$ cat src/rtl/key_scan_pkg.sv
`default_nettype none
// ============================================================================
// Module      : key_scan_pkg
// Description : Shared types and helpers for the time-shared key debouncer.
// Revision    : 1.0 - initial release
// ============================================================================
package key_scan_pkg;

    typedef enum logic [0:0] {
        IDLE  = 1'b0,
        COUNT = 1'b1
    } state_t;

    localparam int c_DEB_CYCLES_DEFAULT = 1048575;

    function automatic int idx_w(input int n);
        return (n > 1) ? $clog2(n) : 1;
    endfunction

endpackage
`default_nettype wire

$ cat src/rtl/rr_pick.sv
`default_nettype none
// ============================================================================
// Module      : rr_pick
// Description : Round-robin first-set finder, searching upward from ptr_i with wrap.
// Revision    : 1.0 - initial release
// ============================================================================
module rr_pick
    import key_scan_pkg::*;
#(
    parameter  int N_KEYS = 4,
    localparam int IDX_W  = idx_w(N_KEYS)
) (
    input  logic [N_KEYS-1:0] req_i,
    input  logic [IDX_W-1:0]  ptr_i,
    output logic              valid_o,
    output logic [IDX_W-1:0]  idx_o
);

    int j;

    always_comb begin
        valid_o = 1'b0;
        idx_o   = '0;
        j       = 0;
        // Walk offsets downward so the request closest to ptr_i is written last and wins.
        for (int i = N_KEYS - 1; i >= 0; i--) begin
            j = int'(ptr_i) + i;
            if (j >= N_KEYS) begin
                j = j - N_KEYS;
            end
            if (req_i[IDX_W'(j)]) begin
                valid_o = 1'b1;
                idx_o   = IDX_W'(j);
            end
        end
    end

endmodule
`default_nettype wire

$ cat src/rtl/key_scan_ctrl.sv
`default_nettype none
// ============================================================================
// Module      : key_scan_ctrl
// Description : Key debouncer sharing one counter across N keys, round-robin served.
// Revision    : 1.0 - initial release
// ============================================================================
module key_scan_ctrl
    import key_scan_pkg::*;
#(
    parameter  int N_KEYS     = 4,
    parameter  int DEB_CYCLES = c_DEB_CYCLES_DEFAULT,
    parameter  int CNT_W      = 20,
    localparam int IDX_W      = idx_w(N_KEYS)
) (
    input  logic              clk,
    input  logic              rst,
    input  logic              scan_en,
    input  logic [N_KEYS-1:0] key_in,
    output logic [N_KEYS-1:0] key_stable,
    output logic [N_KEYS-1:0] press_pulse,
    output logic [N_KEYS-1:0] release_pulse,
    output logic              busy,
    output logic [IDX_W-1:0]  cur_idx
);

    localparam logic [CNT_W-1:0] c_CNT_LAST = CNT_W'(DEB_CYCLES - 1);
    localparam logic [IDX_W-1:0] c_IDX_LAST = IDX_W'(N_KEYS - 1);

    state_t              state_q, state_d;
    logic [N_KEYS-1:0]   sync1_q, sync2_q;
    logic [N_KEYS-1:0]   key_stable_q, key_stable_d;
    logic [N_KEYS-1:0]   press_q, press_d;
    logic [N_KEYS-1:0]   release_q, release_d;
    logic [CNT_W-1:0]    cnt_q, cnt_d;
    logic [IDX_W-1:0]    rr_ptr_q, rr_ptr_d;
    logic [IDX_W-1:0]    cur_idx_q, cur_idx_d;
    logic [N_KEYS-1:0]   w_diff;
    logic                w_pick_valid;
    logic [IDX_W-1:0]    w_pick_idx;
    logic [IDX_W-1:0]    w_next_ptr;

    assign w_diff     = sync2_q ^ key_stable_q;
    assign w_next_ptr = (cur_idx_q == c_IDX_LAST) ? '0 : cur_idx_q + 1'b1;

    rr_pick #(
        .N_KEYS (N_KEYS)
    ) u_rr_pick (
        .req_i   (w_diff),
        .ptr_i   (rr_ptr_q),
        .valid_o (w_pick_valid),
        .idx_o   (w_pick_idx)
    );

    always_comb begin
        state_d      = state_q;
        cnt_d        = cnt_q;
        rr_ptr_d     = rr_ptr_q;
        cur_idx_d    = cur_idx_q;
        key_stable_d = key_stable_q;
        press_d      = '0;
        release_d    = '0;
        case (state_q)
            IDLE: begin
                if (scan_en && w_pick_valid) begin
                    cur_idx_d = w_pick_idx;
                    cnt_d     = '0;
                    state_d   = COUNT;
                end
            end
            COUNT: begin
                if (!scan_en) begin
                    state_d   = IDLE;
                    cnt_d     = '0;
                    cur_idx_d = '0;
                end else if (sync2_q[cur_idx_q] == key_stable_q[cur_idx_q]) begin
                    // Key bounced back to its committed level: give the next key a turn.
                    state_d   = IDLE;
                    cnt_d     = '0;
                    cur_idx_d = '0;
                    rr_ptr_d  = w_next_ptr;
                end else if (cnt_q == c_CNT_LAST) begin
                    key_stable_d[cur_idx_q] = sync2_q[cur_idx_q];
                    if (sync2_q[cur_idx_q]) begin
                        press_d[cur_idx_q] = 1'b1;
                    end else begin
                        release_d[cur_idx_q] = 1'b1;
                    end
                    state_d   = IDLE;
                    cnt_d     = '0;
                    cur_idx_d = '0;
                    rr_ptr_d  = w_next_ptr;
                end else begin
                    cnt_d = cnt_q + 1'b1;
                end
            end
            default: begin
                state_d = IDLE;
            end
        endcase
    end

    always_ff @(posedge clk) begin
        if (rst) begin
            state_q      <= IDLE;
            sync1_q      <= '0;
            sync2_q      <= '0;
            key_stable_q <= '0;
            press_q      <= '0;
            release_q    <= '0;
            cnt_q        <= '0;
            rr_ptr_q     <= '0;
            cur_idx_q    <= '0;
        end else begin
            state_q      <= state_d;
            sync1_q      <= key_in;
            sync2_q      <= sync1_q;
            key_stable_q <= key_stable_d;
            press_q      <= press_d;
            release_q    <= release_d;
            cnt_q        <= cnt_d;
            rr_ptr_q     <= rr_ptr_d;
            cur_idx_q    <= cur_idx_d;
        end
    end

    assign key_stable    = key_stable_q;
    assign press_pulse   = press_q;
    assign release_pulse = release_q;
    assign busy          = (state_q == COUNT);
    assign cur_idx       = cur_idx_q;

endmodule
`default_nettype wire
$ cat config.mk
export PLATFORM = sky130hd
export DESIGN_NAME = key_scan_ctrl
export DESIGN_NICKNAME = d
export VERILOG_FILES = /design/src/rtl/key_scan_pkg.sv /design/src/rtl/rr_pick.sv /design/src/rtl/key_scan_ctrl.sv
export SDC_FILE = /design/constraint.sdc
export NUM_CORES = 1
export LEC_CHECK = 0
export BUFFER_PORTS_ARGS = -buffer_cell sky130_fd_sc_hd__buf_2
export CAP_MARGIN = 20
export CORE_UTILIZATION = 55
export DETAILED_ROUTE_END_ITERATION = 8
export PLACE_DENSITY = 0.75
export SYNTH_ARGS = -nofsm -noshare
export SYNTH_HDL_FRONTEND = slang
export SYNTH_SLANG_ARGS = --single-unit
$ cat constraint.sdc
create_clock -name clk -period 2.55 [get_ports clk]
set_input_delay 0.255 -clock clk [delete_from_list [all_inputs] [get_ports clk]]
set_output_delay 0.255 -clock clk [all_outputs]
set_load 0.01 [all_outputs]
== Word-level counts from Yosys, hierarchy flattened ==
Index checks and enable logic that the tools add are counted.
Widths: inputs -> output; s select.
Storage, ports and cells
  register bits: 45
  bits in latches: 0
  memory bits (writable): 0
  ROM bits: 0
  word-level logic and storage cells: 96
  memories: 0
Cells by class
  add/subtract/negate cells: 9
  multiply operators: 0
  div/mod/pow operators: 0
  order comparisons: 10
  eq/ne operators: 5
  shift operators: 0
  mux-type cells: 49
  bitwise operators: 6
  reductions and logical operators: 8
Operators by type and width (count)
  $mux 20: 4
  $pmux 20 s2: 1
  $mux 2: 15
  $add 20x1->20 const B: 1
  $eq 20x20->1 const B: 1
  $mux 1: 19
  $lt 2x4->1 const B: 4
  $bmux 1 s2: 6
  $reduce_or 6->1: 2
  $ge 3x3->1 const B: 3
  $sub 2x1->2 const B: 4
  $add 2x2->3 const B: 2
  $not 1->1: 5
  $bwmux 4: 1
  $ne 4x2->1 const B: 1
  $pmux 2 s2: 1
  $reduce_and 4->1: 1
  $xor 4x4->4: 1
  $add 2x1->3 const B: 1
  $ge 2x3->1 const B: 1
  $lt 2x3->1 const B: 1
  $reduce_and 3->1: 1
  $add 2x1->2 const B: 1
  $demux 1 s2: 1
  other kinds (8): 9

== Depth between registers and ports, before layout ==
  depth in word-level cells: 13
  mapped depth: 9
  mapped depth without buffers: 8

== Cells and area by module ==
A second synthesis with hierarchy kept.
Unflattened totals
  cell total of the unflattened synthesis: 233
  area, all modules: 2168.3 um2
By module, submodules not included
  key_scan_ctrl: instances 1, cells each 220, area each 2090.8 um2
  rr_pick: instances 1, cells each 13, area each 77.6 um2

== Least setup slack after synthesis ==
No wires, ideal clock.
  path type: reg-to-reg
  from: register cur_idx_q[0] (netlist: cur_idx[0])
  to: register cnt_q[15]
  setup time: 78 ps
  data arrival time: 2284 ps
  path slack: 188 ps
  stages on the path, launching flop included: 9
  path buffers: 1
  cells stage by stage: dfxtp_1 -> mux2_2 -> o21ai_0 -> ha_1 -> or2_2 -> a21oi_1 -> o21bai_2 -> buf_2 -> nor3_1
Between the ends
  word-level cells in the longest chain between the ends: 6
RTL lines
  start: declaration: line key_scan_ctrl.sv:36  | logic [IDX_W-1:0] cur_idx_q, cur_idx_d;
  start signal: assignment: line key_scan_ctrl.sv:122  | cur_idx_q <= cur_idx_d;
  $bmux 1 s2: line key_scan_ctrl.sv:75  | end else if (sync2_q[cur_idx_q] == key_stable_q[cur_idx_q]) begin
  $mux 1 (implied by the code): line key_scan_ctrl.sv:75
  $eq 1x1->1 *: line key_scan_ctrl.sv:75
  $mux 20 *: line key_scan_ctrl.sv:75
  $mux 20 *: line key_scan_ctrl.sv:71  | if (!scan_en) begin
  $pmux 20 s2 *: line key_scan_ctrl.sv:62  | case (state_q)
  end signal: assignment: line key_scan_ctrl.sv:120  | cnt_q <= cnt_d;
  end: declaration: line key_scan_ctrl.sv:34  | logic [CNT_W-1:0] cnt_q, cnt_d;
Every way passes the cells marked *; elsewhere a longest branch is shown, timed or not. The select of a mux whose other input is x is not followed.
A chain may end at the register's enable or synchronous reset.

== Worst setup path after layout ==
  from: register cur_idx_q[0] (netlist: cur_idx[0])
  to: register cnt_q[18]
The elaborated chain is that of the path after synthesis.

==> impl_metrics.csv <==
group,metric,value,unit
worst_setup_path,worstSetupStartpoint,"cur_idx[0]$_SDFFE_PP0P_",
routing,wl,3830,um
cells_and_area,final_layout_size_suffix_gt1_frac,0.202,
die,core,3690,um^2
power,p_int,0.000998,W
timing,fin_ws,212,ps
synth,syn-num-nets,238,
worst_setup_path,crit_arrival,2570,ps
synth,synth_seq_cells,45,
timing,max-slew-margin-rel,0.645,
clock_tree,cts.path.max_buffers,2,
clock_tree,cts_setup_buffers,0,
placed_design,dp_slack,88.0,ps
worst_setup_path,required,2780,ps
synth,yosys_warnings,0,
placed_design,place_congestion,0.749,
grt,antenna_found_initial,0,
hold_path,holdPathStages,2,
power,ir_drop,0.381,mV
grt,grt_pass1_wl,6400,um
clock_tree,tritoncts,"done",
die,fp.dieW,64.2,um
synth,synth_most_common_cell,"dfxtp_1",
grt,grt_pass1_vias,1375,
synth,synth_edf_count,0,
timing,timing.setup.tns,0,ps
synth,synthCells,224,
synth,async_flop_share,0,
clock_tree,numCtsBuffers,5,
routing,drc,0,
routing,viasPerCell,5.45,
power,clockPowerShare,0.369,
grt,gr-total-overflow,0,
die,die-area,4120,um^2
timing,worst_hold_slack,156,ps
die,rows,22,
run_status,outcome,"complete, no violations",
placed_design,io_buffers,21,
cells_and_area,final_nets,261,
clock_tree,ctsHoldBuffers,0,
synth,ys_seq_area_frac,0.424,
routing,vias,1614,
synth,synthTopCellsByArea,"dfxtp_1 (42%), xor2_1 (4.9%), ha_1 (4.1%)",
power,combPwrFrac,0.074,
timing,slew_violations,0,
clock_tree,htreeDepth,2,
clock_tree,clock_latency,300,ps
power,switching_share,0.230,
grt,grt_use_total,0.205,
die,start_util,0.576,
worst_setup_path,end_kind,"flop",
worst_setup_path,path_cells,"mux2_2, o21ai_0, ha_1, or2_2, a21oi_2, o21bai_4, nor3_1",
synth,ys_top_cells_by_count,"dfxtp_1 (45), nor2_1 (21), xor2_1 (12)",
synth,syn_area_per_cell,9.48,um^2
worst_setup_path,reg2reg_depth,7,
timing,rsz0062_at_grt,"false",
power,p_sw,0.000299,W
clock_tree,cts.sinks,45,
synth,synth_cell_type_count,43,
routing,wl_per_cell,13.0,um
routing,drtPass1Iterations,4,
synth,synth_top_cell_area_share,0.424,
routing,first_iter_violations,76,
worst_setup_path,critPathSlowestCell,"dfxtp_1",
worst_setup_path,critical-path-max-stage-delay,430,ps
hold_path,holdPathEnd,"sync1_q[3]$_SDFF_PP0_",
placed_design,hpwlAfterDp,2720,um
power,p_per_area,541,nW/um^2
worst_setup_path,reg2reg_from,"cur_idx[0]$_SDFFE_PP0P_",
power,finalPower,0.00130,W
timing,finalHoldViolations,0,
worst_setup_path,path_class,"flop to flop",
worst_setup_path,critPathMaxFanout,22,
synth,synth_ff_type,"dfxtp_1",
power,p_leak,0.982,nW
cells_and_area,final_util,0.650,
worst_setup_path,worst_setup_path_start_kind,"flop",
timing,worst_pin_slew,530,ps
worst_setup_path,r2r_end,"cnt_q[18]$_SDFFE_PP0P_",
clock_tree,clkTransAtPathRegs,80,ps
timing,fin_crit,2340,ps
timing,finalSetupViolCount,0,
synth,synth.largest_area_cell,"dfxtp_1",
grt,grt_max_degree,23,
worst_setup_path,r2r_slack,210,ps
clock_tree,cts_resized,0,
cells_and_area,area_growth,12.9,%
power,pwr-share-seq,0.557,
die,pin_count,22,
hold_path,hp-start,"key_in[3]",
clock_tree,root_buffer,"clkbuf_8",
flow_run,drv_cap,0,
die,dieHeight,64.2,um
routing,ant_nets,0,
hold_path,worstHoldPathType,"input port to flop",
timing,max_freq,428,MHz
synth,synth_area,2120,um^2
cells_and_area,diodes,0,
timing,clock_skew,5.00,ps
timing,period_share,0.917,
cells by family after synthesis:
kind of cell,count (synthesis),synth area share
AO/OA/AOI/OAI,38,0.128
XOR/XNOR,21,0.0866
adder cells (fa/ha/maj),7,0.0412
buffers and inverters,20,0.0418
flip-flops,45,0.424
multiplexers,10,0.0536
AND/OR/NAND/NOR,83,0.225
per-stage QoR:
step,instance area [um^2],std cells
finish,2400,296
detailed placement,2280,288
global placement,2280,288
CTS,2380,296
global route,2400,296
floorplan,2120,224
area by class of cell:
cell class,count,area [um^2]
clock buffers,7,96.3
clock inverters,1,5.00
fillers,309,1290
inverters,9,33.8
multi-input cells,159,1150
flip-flops and latches,45,901
well taps,48,60.1
repair buffers,27,150
routing by layer:
metal / global-route usage / vias up / part of all wire
met1: 0.297 / 738 / 0.50
met3: 0.0429 / 7 / 0.041
li1: - / 830 / -
met5: 0 / - / 0
met2: 0.287 / 39 / 0.43
met4: 0.100 / 0 / 0.023
worst max-delay path by stage:
stage / to / slack [ps] / cells past startpoint
after CTS: cnt_q[17]$_SDFFE_PP0P_ / 70 / 7
after floorplan: cnt_q[15]$_SDFFE_PP0P_ / 190 / 8
after global placement: cur_idx[0]$_SDFFE_PP0P_ / 140 / 6
final: cnt_q[18]$_SDFFE_PP0P_ / 210 / 7
after global routing: cnt_q[17]$_SDFFE_PP0P_ / 20 / 7
after detailed placement: cnt_q[17]$_SDFFE_PP0P_ / 90 / 7
power by group through the flow:
stage | sequential (W) | combinational [W] | clock [W]
after global routing | 0.000724 | 0.000108 | 0.000520
after floorplan | 0.000738 | 0.0000687 | 0
final | 0.000722 | 0.0000954 | 0.000479
after global placement | 0.000738 | 0.0000923 | 0
after CTS | 0.000722 | 0.0000931 | 0.000497
after detailed placement | 0.000739 | 0.0000922 | 0
sequential cells by signal, indices dropped and copies added (netlist names), 2 cells and up:
name / count
cnt_q: 20
release_pulse: 4
cur_idx: 2
sync1_q: 4
sync2_q: 4
rr_ptr_q: 2
key_stable: 4
press_pulse: 4
critical path, delay by kind of cell (launching register included):
kind                     cells  cell delay [ps]
AO/OA/AOI/OAI                3              640
adder cells (fa/ha/maj)      1              300
flip-flops                   1              430
multiplexers                 1              350
AND/OR/NAND/NOR              2              560
placed cells by master, fill, tap and decap left out, drive strengths merged, types with 8 or more instances in the layout:
| cell type | instances |
|---|---|
| dfxtp | 45 |
| buf | 27 |
| nor2 | 21 |
| xor2 | 12 |
| nand2 | 11 |
| nor2b | 10 |
| inv | 9 |
| xnor2 | 9 |
| and2 | 9 |
| mux2i | 8 |
| o211ai | 8 |
Power figures use the tool's default switching activity.
